File: src/rtl/axis_iter_div.sv
// Iterative radix-2 restoring divider on an AXI-stream operand/result interface.
// One operation in flight; the result appears as a one-cycle, non-backpressured pulse.
module axis_iter_div #(
    parameter bit SIGNED = 1'b1
) (
    input  logic        clk,
    input  logic        reset,
    input  logic [31:0] s_axis_dividend_tdata,
    input  logic        s_axis_dividend_tvalid,
    output logic        s_axis_dividend_tready,
    input  logic [31:0] s_axis_divisor_tdata,
    input  logic        s_axis_divisor_tvalid,
    output logic        s_axis_divisor_tready,
    output logic [63:0] m_axis_dout_tdata,
    output logic        m_axis_dout_tvalid
);

    typedef enum logic [1:0] {IDLE, CALC, FIX} state_t;

    state_t      state_reg, state_next;
    logic        load_en, iter_en, write_en;
    logic [4:0]  cnt_reg;
    logic [32:0] rem_reg;
    logic [31:0] quo_reg, dsr_reg, dvd_reg;
    logic        q_sign_reg, r_sign_reg, dz_reg;
    logic [63:0] dout_reg;
    logic        dout_valid_reg;

    logic        dvd_neg, dsr_neg;
    logic [31:0] dvd_mag, dsr_mag;
    logic [33:0] trial;
    logic        q_bit;
    logic [32:0] rem_next;
    logic [31:0] q_fix, r_fix;

    // Magnitudes on 32 bits: |0x80000000| stays 0x80000000, which the unsigned core handles.
    assign dvd_neg = SIGNED && s_axis_dividend_tdata[31];
    assign dsr_neg = SIGNED && s_axis_divisor_tdata[31];
    assign dvd_mag = dvd_neg ? (32'd0 - s_axis_dividend_tdata) : s_axis_dividend_tdata;
    assign dsr_mag = dsr_neg ? (32'd0 - s_axis_divisor_tdata) : s_axis_divisor_tdata;

    // Partial remainder stays below the divisor, so its top bit is zero before each shift.
    assign trial    = {rem_reg, quo_reg[31]} - {2'b00, dsr_reg};
    assign q_bit    = ~trial[33];
    assign rem_next = q_bit ? trial[32:0] : {rem_reg[31:0], quo_reg[31]};

    assign q_fix = q_sign_reg ? (32'd0 - quo_reg) : quo_reg;
    assign r_fix = r_sign_reg ? (32'd0 - rem_reg[31:0]) : rem_reg[31:0];

    always_ff @(posedge clk or posedge reset) begin
        if (reset) begin
            state_reg <= IDLE;
        end else begin
            state_reg <= state_next;
        end
    end

    always_comb begin
        state_next = state_reg;
        case (state_reg)
            IDLE:    if (load_en) state_next = CALC;
            CALC:    if (cnt_reg == 5'd31) state_next = FIX;
            FIX:     state_next = IDLE;
            default: state_next = IDLE;
        endcase
    end

    always_comb begin
        load_en  = (state_reg == IDLE) && s_axis_dividend_tvalid && s_axis_divisor_tvalid;
        iter_en  = (state_reg == CALC);
        write_en = (state_reg == FIX);
        s_axis_dividend_tready = load_en;
        s_axis_divisor_tready  = load_en;
    end

    always_ff @(posedge clk or posedge reset) begin
        if (reset) begin
            cnt_reg        <= 5'd0;
            rem_reg        <= 33'd0;
            quo_reg        <= 32'd0;
            dsr_reg        <= 32'd0;
            dvd_reg        <= 32'd0;
            q_sign_reg     <= 1'b0;
            r_sign_reg     <= 1'b0;
            dz_reg         <= 1'b0;
            dout_reg       <= 64'd0;
            dout_valid_reg <= 1'b0;
        end else begin
            dout_valid_reg <= 1'b0;
            if (load_en) begin
                cnt_reg    <= 5'd0;
                rem_reg    <= 33'd0;
                quo_reg    <= dvd_mag;
                dsr_reg    <= dsr_mag;
                dvd_reg    <= s_axis_dividend_tdata;
                q_sign_reg <= dvd_neg ^ dsr_neg;
                r_sign_reg <= dvd_neg;
                dz_reg     <= (s_axis_divisor_tdata == 32'd0);
            end
            if (iter_en) begin
                rem_reg <= rem_next;
                quo_reg <= {quo_reg[30:0], q_bit};
                cnt_reg <= cnt_reg + 5'd1;
            end
            if (write_en) begin
                dout_reg       <= dz_reg ? {32'hFFFF_FFFF, dvd_reg} : {q_fix, r_fix};
                dout_valid_reg <= 1'b1;
            end
        end
    end

    assign m_axis_dout_tdata  = dout_reg;
    assign m_axis_dout_tvalid = dout_valid_reg;

endmodule

File: config.mk
export PLATFORM = sky130hd
export DESIGN_NAME = axis_iter_div
export DESIGN_NICKNAME = d
export VERILOG_FILES = /design/src/rtl/axis_iter_div.sv
export SDC_FILE = /design/constraint.sdc
export NUM_CORES = 1
export LEC_CHECK = 0
export ABC_AREA = 0
export BUFFER_PORTS_ARGS = -buffer_cell sky130_fd_sc_hd__clkbuf_2
export CAP_MARGIN = 15
export CORE_MARGIN = 3
export CORE_UTILIZATION = 56
export CTS_BUF_LIST = sky130_fd_sc_hd__clkbuf_8
export DETAILED_ROUTE_END_ITERATION = 8
export HOLD_SLACK_MARGIN = 0.15
export PLACE_DENSITY = 0.9
export SYNTH_ARGS = -nofsm -noshare
export SYNTH_HDL_FRONTEND = slang
export SYNTH_SLANG_ARGS = --single-unit
export TNS_END_PERCENT = 30
File: constraint.sdc
create_clock -name clk -period 6.2 [get_ports clk]
set_input_delay 0.31 -clock clk [delete_from_list [all_inputs] [get_ports clk]]
set_output_delay 0.31 -clock clk [all_outputs]
set_load 0.005 [all_outputs]
==> impl_metrics.env <==
export IMPL_status="completed"
export IMPL_postCtsSetupRepairBufs=0
export IMPL_pwr_share_seq_pct=30.2
export IMPL_numCtsBuffers=36
export IMPL_post_synthesis_average_cell_area_um2=8.61
export IMPL_grt_overflow=0
export IMPL_num_io_pins=135
export IMPL_place_gp_congestion=0.914
export IMPL_cp_max_fo=22
export IMPL_drt_vias_per_instance=6.02
export IMPL_postSynthRegisterBits=203
export IMPL_worst_setup_path_start_kind="flop"
export IMPL_first_global_vias=11500
export IMPL_globalRouteTotalUtil_pct=27.3
export IMPL_multiInputGateArea_um2=6860
export IMPL_antennaDiodeCount=0
export IMPL_cts_max_path_buffers=3
export IMPL_dr_pass1_iterations=5
export IMPL_synth_fp_nets=1549
export IMPL_floorplan_initialDensity_pct=57.9
export IMPL_drt_wirelength_per_cell_um=17.5
export IMPL_core_um2=21400
export IMPL_drt_antenna_violating_nets=0
export IMPL_port_buffers=134
export IMPL_finalHoldViolCount=0
export IMPL_placed_cell_count=1782
export IMPL_switching_share_pct=45.8
export IMPL_maximum_operating_frequency_ghz=0.260
export IMPL_final_number_of_setup_violating_endpoints=0
export IMPL_net_switching_power_w=0.00372
export IMPL_wl_mm=33.3
export IMPL_finish_net_count=1712
export IMPL_yosys_area_top_type_share_pct=40.9
export IMPL_clock_tree_htree_level_count=2
export IMPL_cp_cell_sequence="ha_1, nor2b_1, o31ai_1, a211oi_1, or3_1, a311oi_1, nand3_1, nand3_2, buf_16, nor4b_1, a221o_2"
export IMPL_maxSlewHeadroom_pct=26.1
export IMPL_max_stage_delay_ns=0.52
export IMPL_drv_cap=0
export IMPL_areaGrowthSynthToFinish_pct=17.4
export IMPL_cp_top_family="compound AO/OA/AOI/OAI gates"
export IMPL_timing_setup_tns_ns=0
export IMPL_fill_cell_total_of_the_finished_layout=1628
export IMPL_synth_top_flop_cell="sky130_fd_sc_hd__dfrtp_1"
export IMPL_synth_enable_flop_cells=0
export IMPL_layout_cells_most_common_list="sky130_fd_sc_hd__nand2_1, sky130_fd_sc_hd__dfrtp_1, sky130_fd_sc_hd__o21ai_0"
export IMPL_cts_sinks=203
export IMPL_data_required_critical_path_ns=6.61
export IMPL_power_static_leakage_nw=6.62
export IMPL_netlist_instances=1442
export IMPL_rsz0062_at_grt="false"
export IMPL_std_cell_rows=53
export IMPL_max_vdd_ir_drop_v=0.000347
export IMPL_ys_types=66
export IMPL_die_h_um=155
export IMPL_ys_warnings_count=0
export IMPL_cts_hold_fix_buffers=59
export IMPL_min_delay_path_class="primary input to flop"
export IMPL_die_area_um2=24000
export IMPL_synth_area_um2=12400
export IMPL_crit_share_post_route_pct=62.1
export IMPL_tightestPinTransition_ns=1.11
export IMPL_p_per_area_nw_per_um2=558
export IMPL_seqCellArea_um2=5080
export IMPL_clock_tree_from_tritoncts="yes"
export IMPL_kind_of_critical_path="flop to flop"
export IMPL_dr_total_vias=11500
export IMPL_post_synth_top_area_cell="sky130_fd_sc_hd__dfrtp_1"
export IMPL_comb_power_share_pct=54.3
export IMPL_initial_antenna_violation_count=0
export IMPL_final_max_slew_viol_count=0
export IMPL_synth_area_top_cells="sky130_fd_sc_hd__dfrtp_1, sky130_fd_sc_hd__o21ai_0, sky130_fd_sc_hd__xor2_1"
export IMPL_final_instance_count_without_filler_cells=1905
export IMPL_seq_area_frac_synth_pct=40.9
export IMPL_arrival_ns=4.26
export IMPL_cp_buffers_inverters=1
export IMPL_crit_path_top_delay_cell="sky130_fd_sc_hd__a311oi_1"
export IMPL_layout_cells_most_common="sky130_fd_sc_hd__nand2_1"
export IMPL_first_iter_violations=1043
export IMPL_chipWidth_um=155
export IMPL_clk_root_buffer_cell="sky130_fd_sc_hd__clkbuf_8"
export IMPL_route_detailed_drc=0
export IMPL_worst_setup_hold_path_clk_slew_ns=0.06
export IMPL_ctsResizeCount=0
export IMPL_largest_register_ff_count=64
export IMPL_dpl_hpwl_mm=22.4
export IMPL_portion_of_total_power_attributed_to_the_clock_network_pct=15.5
export IMPL_fin_crit_ns=3.85
export IMPL_worstSkewPairLatency_ns=0.54
export IMPL_end_kind="flop"
export IMPL_pin_count_of_the_biggest_net_entering_global_routing=135
export IMPL_grt_first_pass_wirelength_mm=54.8
export IMPL_async_flop_share_pct=100
export IMPL_clock_skew_final_ns=0.0175
export IMPL_cellInternalPower_w=0.00441
export IMPL_final_layout_size_suffix_gt1_share_pct=13.4
worst paths after layout:
kind                                         end  slack, ns  depth (start not counted)                      from
setup / recovery                      rem_reg[4]       2.35                         11                rem_reg[0]
hold / removal                       dsr_reg[12]       0.17                          3  s_axis_divisor_tdata[12]
setup reg to reg                      rem_reg[4]       2.35                         11                rem_reg[0]
hold reg to reg                      dsr_reg[13]       0.48                          2               dsr_reg[13]
max in group asynchronous            rem_reg[10]       4.20                          4                     reset
min in group asynchronous  m_axis_dout_tdata[63]       0.50                          3                     reset
synthesized netlist by cell type (all sizes together), types with 22 or more instances:
library cell,n
nand2,230
dfrtp,203
o21ai,192
xor2,101
a21oi,81
nor2,79
clkbuf,61
inv,52
nand3,42
xnor2,42
mux2i,39
o31ai,39
ha,38
a22oi,30
or3,22
cells by family after synthesis:
kind of cell               count (synthesis)  synth area share [%]
DFF                                      203                  40.9
buffers and inverters                    130                  3.99
muxes                                     39                  3.15
AOI/OAI and AO/OA                        423                  20.6
xor gates and xnor gates                 143                  10.1
and+or+nand+nor                          465                  17.3
adders and majority gates                 39                  3.99
power by group through the flow:
stage / Combinational (W) / Sequential (W) / Clock, W
2_1_floorplan: 0.00343 / 0.00221 / 0
3_3_place_gp: 0.00406 / 0.00239 / 0
3_5_place_dp: 0.00425 / 0.00244 / 0
4_1_cts: 0.00433 / 0.00243 / 0.00128
5_1_grt: 0.00493 / 0.00252 / 0.00133
6_report: 0.00442 / 0.00246 / 0.00126
worst reg2reg max path, cell delays in order (launching register included):
cell                       delay [ns]
sky130_fd_sc_hd__dfrtp_1         0.46
sky130_fd_sc_hd__ha_1            0.30
sky130_fd_sc_hd__nor2b_1         0.14
sky130_fd_sc_hd__o31ai_1         0.44
sky130_fd_sc_hd__a211oi_1        0.22
sky130_fd_sc_hd__or3_1           0.39
sky130_fd_sc_hd__a311oi_1        0.52
sky130_fd_sc_hd__nand3_1         0.20
sky130_fd_sc_hd__nand3_2         0.41
sky130_fd_sc_hd__buf_16          0.25
sky130_fd_sc_hd__nor4b_1         0.08
sky130_fd_sc_hd__a221o_2         0.33
layer usage:
layer / vias up / routed length (um) / track usage [%]
met5: - / 0 / 0
met4: 0 / 1220 / 11.5
met3: 105 / 2410 / 4.70
met2: 505 / 16100 / 46.2
met1: 5442 / 13600 / 34.7
li1: 5414 / - / -
layout make-up:
type / count / share of cell area, %
Clock inverter: 19 / 0.824
Multi-Input combinational cell: 1109 / 47.1
Sequential cell: 203 / 34.9
Inverter: 53 / 1.42
Tap cell: 275 / 2.36
Timing Repair Buffer: 202 / 9.26
Clock buffer: 44 / 4.16
metrics by stage:
stage                     cell area (um2)  worst slack (ns)  power [W]  utilization (%)  hold WS, ns
after global routing                14600              2.17    0.00878             68.0        0.178
after detailed placement            13200              2.11    0.00668             61.7        0.464
after CTS                           14500              2.09    0.00803             67.9        0.157
after global placement              13200              2.23    0.00645             61.7        0.457
after floorplan                     12400             0.351    0.00564                -        0.415
final                               14600              2.35    0.00813             68.0        0.171
(Power assumes the default switching activity.)
